**src/rtl/aes_apb_block_feeder.sv**
```systemverilog
// -----------------------------------------------------------------------------
// aes_apb_block_feeder
//
// APB master that pushes one 128-bit block at a time through the CBC AES APB
// slave sitting on the same APB segment. One block plus its mode is accepted
// on a valid/ready input. The block then goes through these steps:
//   - its four words are written into the data-in bank selected by the mode;
//   - the start bit is pulsed (set, then cleared);
//   - after a settle interval, status is polled until the done bit is seen;
//   - the four output words are read back;
//   - the result is presented on a valid/ready output.
// Keys and IVs are loaded by the CPU beforehand; this block never touches them.
//
// Optional feature macro: AES_FEEDER_TIMEOUT_EN
//   defined   : status polling gives up after POLL_MAX reads without done,
//               raises the sticky timeout_err flag and returns to IDLE.
//   undefined : polling waits forever and timeout_err is tied low.
//
// Parameters
//   BASE_ADDR      byte base address of the AES slave
//   SETTLE_CYCLES  idle cycles after the control clear, before the first poll
//   POLL_MAX       status reads before timeout (timeout build only)
//
// Ports
//   vclk, vrst           clock, asynchronous active-high reset
//   s_valid/s_ready      input block handshake
//   s_data, s_mode       input block ([127:96] = word 0), 0=encrypt 1=decrypt
//   m_valid/m_ready      result handshake
//   m_data, m_mode       result block ([127:96] = word 0) and its mode
//   vpsel_o, vpenable_o  APB select / enable
//   vpaddr_o, vpwrite_o  APB byte address / write strobe
//   vpwdata_o, vprdata_i APB write / read data
//   busy                 high whenever the FSM is not idle
//   timeout_err          sticky poll-timeout flag
// -----------------------------------------------------------------------------
module aes_apb_block_feeder #(
    parameter logic [31:0] BASE_ADDR     = 32'h0000_0000,
    parameter int          SETTLE_CYCLES = 8,
    parameter int          POLL_MAX      = 4096
) (
    input  logic         vclk,
    input  logic         vrst,
    input  logic         s_valid,
    output logic         s_ready,
    input  logic [127:0] s_data,
    input  logic         s_mode,
    output logic         m_valid,
    input  logic         m_ready,
    output logic [127:0] m_data,
    output logic         m_mode,
    output logic         vpsel_o,
    output logic         vpenable_o,
    output logic [31:0]  vpaddr_o,
    output logic         vpwrite_o,
    output logic [31:0]  vpwdata_o,
    input  logic [31:0]  vprdata_i,
    output logic         busy,
    output logic         timeout_err
);

    localparam logic [31:0] OFS_DIN  = 32'h0000_0020;
    localparam logic [31:0] OFS_DOUT = 32'h0000_0060;
    localparam logic [31:0] OFS_CTRL = 32'h0000_0080;
    localparam logic [31:0] OFS_STAT = 32'h0000_0084;

    localparam int SETTLE_W = (SETTLE_CYCLES > 1) ? $clog2(SETTLE_CYCLES) : 1;

    typedef enum logic [2:0] {
        ST_IDLE    = 3'd0,
        ST_WR_DATA = 3'd1,
        ST_WR_SET  = 3'd2,
        ST_WR_CLR  = 3'd3,
        ST_SETTLE  = 3'd4,
        ST_POLL    = 3'd5,
        ST_RD_OUT  = 3'd6,
        ST_OUT     = 3'd7
    } state_t;

    state_t              r_state;
    state_t              w_next;

    // r_phase: 0 = APB SETUP cycle, 1 = APB ACCESS cycle of the current transfer
    logic                r_phase;
    logic [1:0]          r_word;
    logic                r_mode;
    logic [127:0]        r_block;
    logic [127:0]        r_result;
    logic [SETTLE_W-1:0] r_settle_cnt;
    // r_alive keeps s_ready low while reset is held and for the first edge after it
    logic                r_alive;

    logic                w_apb_state;
    logic                w_accept;
    logic                w_done;
    logic                w_settle_last;
    logic                w_poll_last;
    logic [31:0]         w_bank_ofs;
    logic [31:0]         w_word_ofs;

    // Word i of a block; word 0 is the most significant 32 bits.
    function automatic logic [31:0] block_word(input logic [127:0] blk,
                                               input logic [1:0]   idx);
        logic [31:0] w;
        case (idx)
            2'd0:    w = blk[127:96];
            2'd1:    w = blk[95:64];
            2'd2:    w = blk[63:32];
            default: w = blk[31:0];
        endcase
        return w;
    endfunction

    assign w_apb_state = (r_state == ST_WR_DATA) || (r_state == ST_WR_SET) ||
                         (r_state == ST_WR_CLR)  || (r_state == ST_POLL)   ||
                         (r_state == ST_RD_OUT);
    assign w_accept      = (r_state == ST_IDLE) && s_valid && r_alive;
    assign w_done        = r_mode ? vprdata_i[1] : vprdata_i[0];
    assign w_settle_last = (r_settle_cnt == SETTLE_W'(SETTLE_CYCLES - 1));
    assign w_bank_ofs    = {27'd0, r_mode, 4'd0};
    assign w_word_ofs    = {28'd0, r_word, 2'd0};

`ifdef AES_FEEDER_TIMEOUT_EN
    localparam int POLL_W = $clog2(POLL_MAX + 1);

    logic [POLL_W-1:0] r_poll_cnt;
    logic              r_timeout;

    // Poll counter holds at POLL_MAX rather than wrapping.
    function automatic logic [POLL_W-1:0] poll_sat_inc(input logic [POLL_W-1:0] cnt);
        return (cnt >= POLL_W'(POLL_MAX)) ? cnt : cnt + POLL_W'(1);
    endfunction

    assign w_poll_last = (r_poll_cnt == POLL_W'(POLL_MAX - 1));
    assign timeout_err = r_timeout;

    always_ff @(posedge vclk or posedge vrst) begin
        if (vrst) begin
            r_poll_cnt <= '0;
            r_timeout  <= 1'b0;
        end else begin
            if (r_state == ST_SETTLE) begin
                r_poll_cnt <= '0;
            end else if ((r_state == ST_POLL) && r_phase) begin
                r_poll_cnt <= poll_sat_inc(r_poll_cnt);
            end
            if ((r_state == ST_POLL) && r_phase && !w_done && w_poll_last) begin
                r_timeout <= 1'b1;
            end
        end
    end
`else
    // No poll limit in this build; the parameter is kept for a uniform interface.
    logic w_unused_poll_max;
    assign w_unused_poll_max = (POLL_MAX != 0);
    assign w_poll_last       = 1'b0;
    assign timeout_err       = 1'b0;
`endif

    // State register
    always_ff @(posedge vclk or posedge vrst) begin
        if (vrst) begin
            r_state <= ST_IDLE;
        end else begin
            r_state <= w_next;
        end
    end

    // Next-state logic; every APB state leaves only at the end of an ACCESS cycle
    always_comb begin
        w_next = r_state;
        case (r_state)
            ST_IDLE: begin
                if (w_accept) begin
                    w_next = ST_WR_DATA;
                end
            end
            ST_WR_DATA: begin
                if (r_phase && (r_word == 2'd3)) begin
                    w_next = ST_WR_SET;
                end
            end
            ST_WR_SET: begin
                if (r_phase) begin
                    w_next = ST_WR_CLR;
                end
            end
            ST_WR_CLR: begin
                if (r_phase) begin
                    w_next = ST_SETTLE;
                end
            end
            ST_SETTLE: begin
                if (w_settle_last) begin
                    w_next = ST_POLL;
                end
            end
            ST_POLL: begin
                if (r_phase) begin
                    if (w_done) begin
                        w_next = ST_RD_OUT;
                    end else if (w_poll_last) begin
                        w_next = ST_IDLE;
                    end
                end
            end
            ST_RD_OUT: begin
                if (r_phase && (r_word == 2'd3)) begin
                    w_next = ST_OUT;
                end
            end
            ST_OUT: begin
                if (m_ready) begin
                    w_next = ST_IDLE;
                end
            end
            default: w_next = ST_IDLE;
        endcase
    end

    // Output decode; bus outputs are driven from state so reset clears them at once
    always_comb begin
        s_ready    = 1'b0;
        m_valid    = 1'b0;
        vpsel_o    = 1'b0;
        vpenable_o = 1'b0;
        vpaddr_o   = 32'd0;
        vpwrite_o  = 1'b0;
        vpwdata_o  = 32'd0;
        busy       = (r_state != ST_IDLE);
        case (r_state)
            ST_IDLE: begin
                s_ready = r_alive;
            end
            ST_WR_DATA: begin
                vpsel_o    = 1'b1;
                vpenable_o = r_phase;
                vpwrite_o  = 1'b1;
                vpaddr_o   = BASE_ADDR + OFS_DIN + w_bank_ofs + w_word_ofs;
                vpwdata_o  = block_word(r_block, r_word);
            end
            ST_WR_SET: begin
                vpsel_o    = 1'b1;
                vpenable_o = r_phase;
                vpwrite_o  = 1'b1;
                vpaddr_o   = BASE_ADDR + OFS_CTRL;
                vpwdata_o  = r_mode ? 32'd2 : 32'd1;
            end
            ST_WR_CLR: begin
                // The slave starts on a 0->1 edge of its start bit, so the clear is required.
                vpsel_o    = 1'b1;
                vpenable_o = r_phase;
                vpwrite_o  = 1'b1;
                vpaddr_o   = BASE_ADDR + OFS_CTRL;
            end
            ST_POLL: begin
                vpsel_o    = 1'b1;
                vpenable_o = r_phase;
                vpaddr_o   = BASE_ADDR + OFS_STAT;
            end
            ST_RD_OUT: begin
                vpsel_o    = 1'b1;
                vpenable_o = r_phase;
                vpaddr_o   = BASE_ADDR + OFS_DOUT + w_bank_ofs + w_word_ofs;
            end
            ST_OUT: begin
                m_valid = 1'b1;
            end
            default: begin
                busy = 1'b1;
            end
        endcase
    end

    // Control counters, latched mode and the result register
    always_ff @(posedge vclk or posedge vrst) begin
        if (vrst) begin
            r_phase      <= 1'b0;
            r_word       <= 2'd0;
            r_mode       <= 1'b0;
            r_settle_cnt <= '0;
            r_alive      <= 1'b0;
            r_result     <= 128'd0;
        end else begin
            r_alive <= 1'b1;

            if (w_apb_state) begin
                r_phase <= ~r_phase;
            end else begin
                r_phase <= 1'b0;
            end

            if (w_accept) begin
                r_mode <= s_mode;
            end

            // Wraps 3->0 on the last ACCESS, which is also the state exit.
            if (((r_state == ST_WR_DATA) || (r_state == ST_RD_OUT)) && r_phase) begin
                r_word <= r_word + 2'd1;
            end

            // The stale done bit of the previous block clears during this wait.
            if (r_state == ST_SETTLE) begin
                r_settle_cnt <= r_settle_cnt + SETTLE_W'(1);
            end else begin
                r_settle_cnt <= '0;
            end

            if ((r_state == ST_RD_OUT) && r_phase) begin
                case (r_word)
                    2'd0:    r_result[127:96] <= vprdata_i;
                    2'd1:    r_result[95:64]  <= vprdata_i;
                    2'd2:    r_result[63:32]  <= vprdata_i;
                    default: r_result[31:0]   <= vprdata_i;
                endcase
            end
        end
    end

    // Input block capture; data path only, no reset needed
    always_ff @(posedge vclk) begin
        if (w_accept) begin
            r_block <= s_data;
        end
    end

    assign m_data = r_result;
    assign m_mode = r_mode;

endmodule

```
**config.mk**
```make
export PLATFORM = sky130hd
export DESIGN_NAME = aes_apb_block_feeder
export DESIGN_NICKNAME = d
export VERILOG_FILES = /design/src/rtl/aes_apb_block_feeder.sv
export SDC_FILE = /design/constraint.sdc
export NUM_CORES = 1
export LEC_CHECK = 0
export ABC_CLOCK_PERIOD_IN_PS = 6830
export BUFFER_PORTS_ARGS = -buffer_cell sky130_fd_sc_hd__buf_4
export CORE_AREA = 2 2 153 155
export CTS_BUF_LIST = sky130_fd_sc_hd__clkbuf_8
export DETAILED_ROUTE_END_ITERATION = 12
export DIE_AREA = 0 0 155 157
export PLACE_DENSITY = 0.88
export SLEW_MARGIN = 20
export SYNTH_ARGS = -nofsm -noshare
export SYNTH_HDL_FRONTEND = slang
export SYNTH_SLANG_ARGS = --single-unit
```
**constraint.sdc**
```tcl
create_clock -name vclk -period 6.83 [get_ports vclk]
set_clock_uncertainty 0.15 [all_clocks]
set_input_delay 0.3415 -clock vclk [delete_from_list [all_inputs] [get_ports vclk]]
set_output_delay 0.3415 -clock vclk [all_outputs]
set_load 0.02 [all_outputs]
```
==> results_dict.tcl <==
set metrics [dict create \
    fin_crit_sh_pct 46.6 \
    hpwl_um 17700 \
    synth_compound_area_share_pct 5.57 \
    layout-drive-gt1-share_pct 43.7 \
    worst_slew_pin_slew_ns 0.889 \
    ios 365 \
    die_h_um 157 \
    maxCapViolCount 0 \
    vias_per_cell 5.39 \
    post_drt_wl_per_cell_um 21.2 \
    num_rows 55 \
    layout_common_cells "345 x buf_4, 163 x dlygate4sd3_1, 139 x dfrtp_1, 128 x edfxtp_1, 98 x mux2_2" \
    tns_ns 0 \
    cts_tree "built" \
    reg2reg_depth 4 \
    synth-seq-cells 267 \
    synth-adder-area-share_pct 0.837 \
    ctsResizeCount 0 \
    min_period_ns 3.18 \
    ant_nets 0 \
    path_class "flop to primary output" \
    seq_area_frac_synth_pct 70.0 \
    report.final.setup_viol 0 \
    coreArea_um2 22500 \
    io_buffer_count 337 \
    postLayoutCellArea_um2 15500 \
    synth.distinct_cells 34 \
    synth_simple_gate_area_share_pct 4.25 \
    dr.pass1.iters 7 \
    drt_iter0_drc 667 \
    final_common_cell "buf_4" \
    syn_inst 659 \
    routabilityCongestion 0.885 \
    num-nets-final 1342 \
    p_leak_nw 6.83 \
    p_per_area_nw_per_um2 421 \
    fmax_ghz 0.314 \
    grt_max_degree 74 \
    synth_xor_area_share_pct 0.0837 \
    worstPathMaxFanout 33 \
    dieWidth_um 155 \
    worstSetupStartpoint "r_word[0]" \
    grt_pass1_wl_um 46500 \
    yosys_warnings 0 \
    clk_pin_slew_ns 0.06 \
    final_cells 1485 \
    syn_avg_cell_area_um2 15.9 \
    start_kind "flop" \
    crit_buf_inv 3 \
    worstPathCellList "inv_1 > ha_1 > buf_4 > a222oi_1 > nor2_1 > a21oi_1 > nor2_1 > buf_4" \
    ir_worst_vdd_mv 0.273 \
    hold_viol_final 0 \
    cts_made_buffers 42 \
    max_stage_delay_ns 0.55 \
    hp-start "s_valid" \
    placed_area_um2 13100 \
    cts.path.max_buffers 3 \
    worst_ep_arrival_time_ns 2.69 \
    drt-total-wl_um 31500 \
    worst_setup_path_end_kind "primary output" \
    max_slew_margin_pct 40.7 \
    root_buffer "clkbuf_8" \
    required_ns 6.34 \
    slowest_stage "a222oi_1" \
    cts.htree.levels 2 \
    worst_hold_path.num_cells 4 \
    initial_utilization_pct 46.5 \
    syn-cell-area_um2 10500 \
    areaGrowthSynthToFinish_pct 48.0 \
    crit_family "compound AO/OA/AOI/OAI gates" \
    antenna_found_initial 1 \
    cp.depth 8 \
    hp-class "input pin to flop" \
    dp_slack_ns 3.89 \
    cts.sinks 267 \
    hold_ws_ns 0.201 \
    timing.final.max_slew_violations 0 \
    via_count 8001 \
    timing.rr.start "r_state[2]" \
    status "complete, no violations" \
    fillCellCount 1335 \
    grt-ovfl-total 0 \
    insertion_delay_ns 0.52 \
    track_usage_pct 25.2 \
    fp.dieArea_um2 24300 \
    synth_top_family_by_area "multiplexers" \
    fin_ws_ns 3.65 \
    rsz0062_at_grt "false" \
    place_inst 1248 \
    grt_pass1_vias 8310 \
    remaining_drc_errors 0 \
    synth.area.mux_share_pct 14.7 \
]
## metal layers
| layer | vias up | part of all wire [%] | wire (µm) | global-route usage (%) |
|---|---|---|---|---|
| li1 | 3421 | - | - | - |
| met1 | 3876 | 35 | 11100 | 28.8 |
| met2 | 601 | 50 | 15900 | 44.3 |
| met3 | 103 | 9.9 | 3120 | 6.50 |
| met4 | 0 | 4.5 | 1420 | 12.4 |
| met5 | - | 0 | 0 | 0 |
## cells in the mapped netlist
cell / instances / area [µm²]
a21oi_1: 34 / 170
a222oi_1: 32 / 320
a31oi_1: 5 / 31.3
a32oi_1: 1 / 8.76
and2_1: 3 / 18.8
and2_4: 1 / 8.76
and3_1: 3 / 18.8
and3b_1: 1 / 8.76
and3b_2: 1 / 10.0
buf_1: 3 / 11.3
buf_2: 2 / 10.0
buf_4: 28 / 210
buf_6: 12 / 135
clkbuf_1: 22 / 82.6
conb_1: 2 / 7.51
dfrtp_1: 139 / 3480
edfxtp_1: 128 / 3840
ha_1: 7 / 87.6
inv_1: 7 / 26.3
mux2_1: 12 / 135
mux2_2: 98 / 1100
mux2_4: 19 / 285
mux2i_1: 1 / 10.0
nand2_1: 7 / 26.3
nand2_4: 4 / 45.0
nand2b_2: 1 / 8.76
nor2_1: 67 / 251
nor2b_1: 2 / 12.5
nor3_1: 4 / 20.0
o21ai_0: 8 / 40.0
o22ai_1: 2 / 12.5
or3_1: 1 / 6.26
or3b_1: 1 / 8.76
xnor2_1: 1 / 8.76
## cell families (layout without fill, tap and decap cells)
family	count (synthesis)	count (layout)
adders and majority gates	7	7
muxes	130	130
xor gates and xnor gates	1	1
DFF	267	267
AOI/OAI and AO/OA	82	82
buffers and inverters	74	588
and+or+nand+nor	96	96
other	2	29
## final cells by class
class / instances / area (µm²) / area share, %
well taps: 285 / 357 / 2.30
flip-flops and latches: 267 / 7320 / 47.3
multi-input cells: 344 / 2770 / 17.9
clock buffers: 47 / 647 / 4.18
clock inverters: 26 / 131 / 0.849
repair buffers: 508 / 4220 / 27.3
diodes: 1 / 2.50 / 0.0162
inverters: 7 / 28.8 / 0.186
## path summary, 6_finish.rpt
kind                                         to  slack (ns)
worst min-delay path                 r_state[0]        0.20
max in group asynchronous               r_alive        4.66
min in group asynchronous            m_data[47]        0.46
worst max register to register       r_block[3]        3.85
worst min register to register  r_settle_cnt[0]        0.29
worst max-delay path               vpwdata_o[2]        3.65
## timing repair
action                     in CTS  in global routing
setup buffers                   0                  0
setup endpoints to repair       0                  0
hold buffers                  163                  0
hold endpoints to repair      331                  0
## through the flow
| stage | utilization (%) | power (mW) |
|---|---|---|
| final | 68.8 | 6.52 |
| after global routing | 68.8 | 6.79 |
| after CTS | 68.8 | 6.46 |
| after detailed placement | 58.1 | 5.11 |
| after global placement | 58.1 | 5.02 |
| after floorplan | - | 3.98 |
## worst min-delay path, stage by stage
cell and delay [ns]:
buf_4 0.11, nand2_1 0.12, a32oi_1 0.11, a31oi_1 0.15
## where the power goes
group | leakage (nW) | total [mW] | internal, mW | switching [mW]
sequential | 2.78 | 2.44 | 2.15 | 0.294
combinational | 3.60 | 2.78 | 1.26 | 1.53
clock | 0.453 | 1.29 | 0.666 | 0.628
## flip-flops by register name (all words and copies together), names as in the netlist
register / cells
r_settle_cnt: 3
r_alive: 1
m_data: 128
m_mode: 1
r_block: 128
r_word: 2
r_state: 3
r_phase: 1
Power figures use the tool's default switching activity.
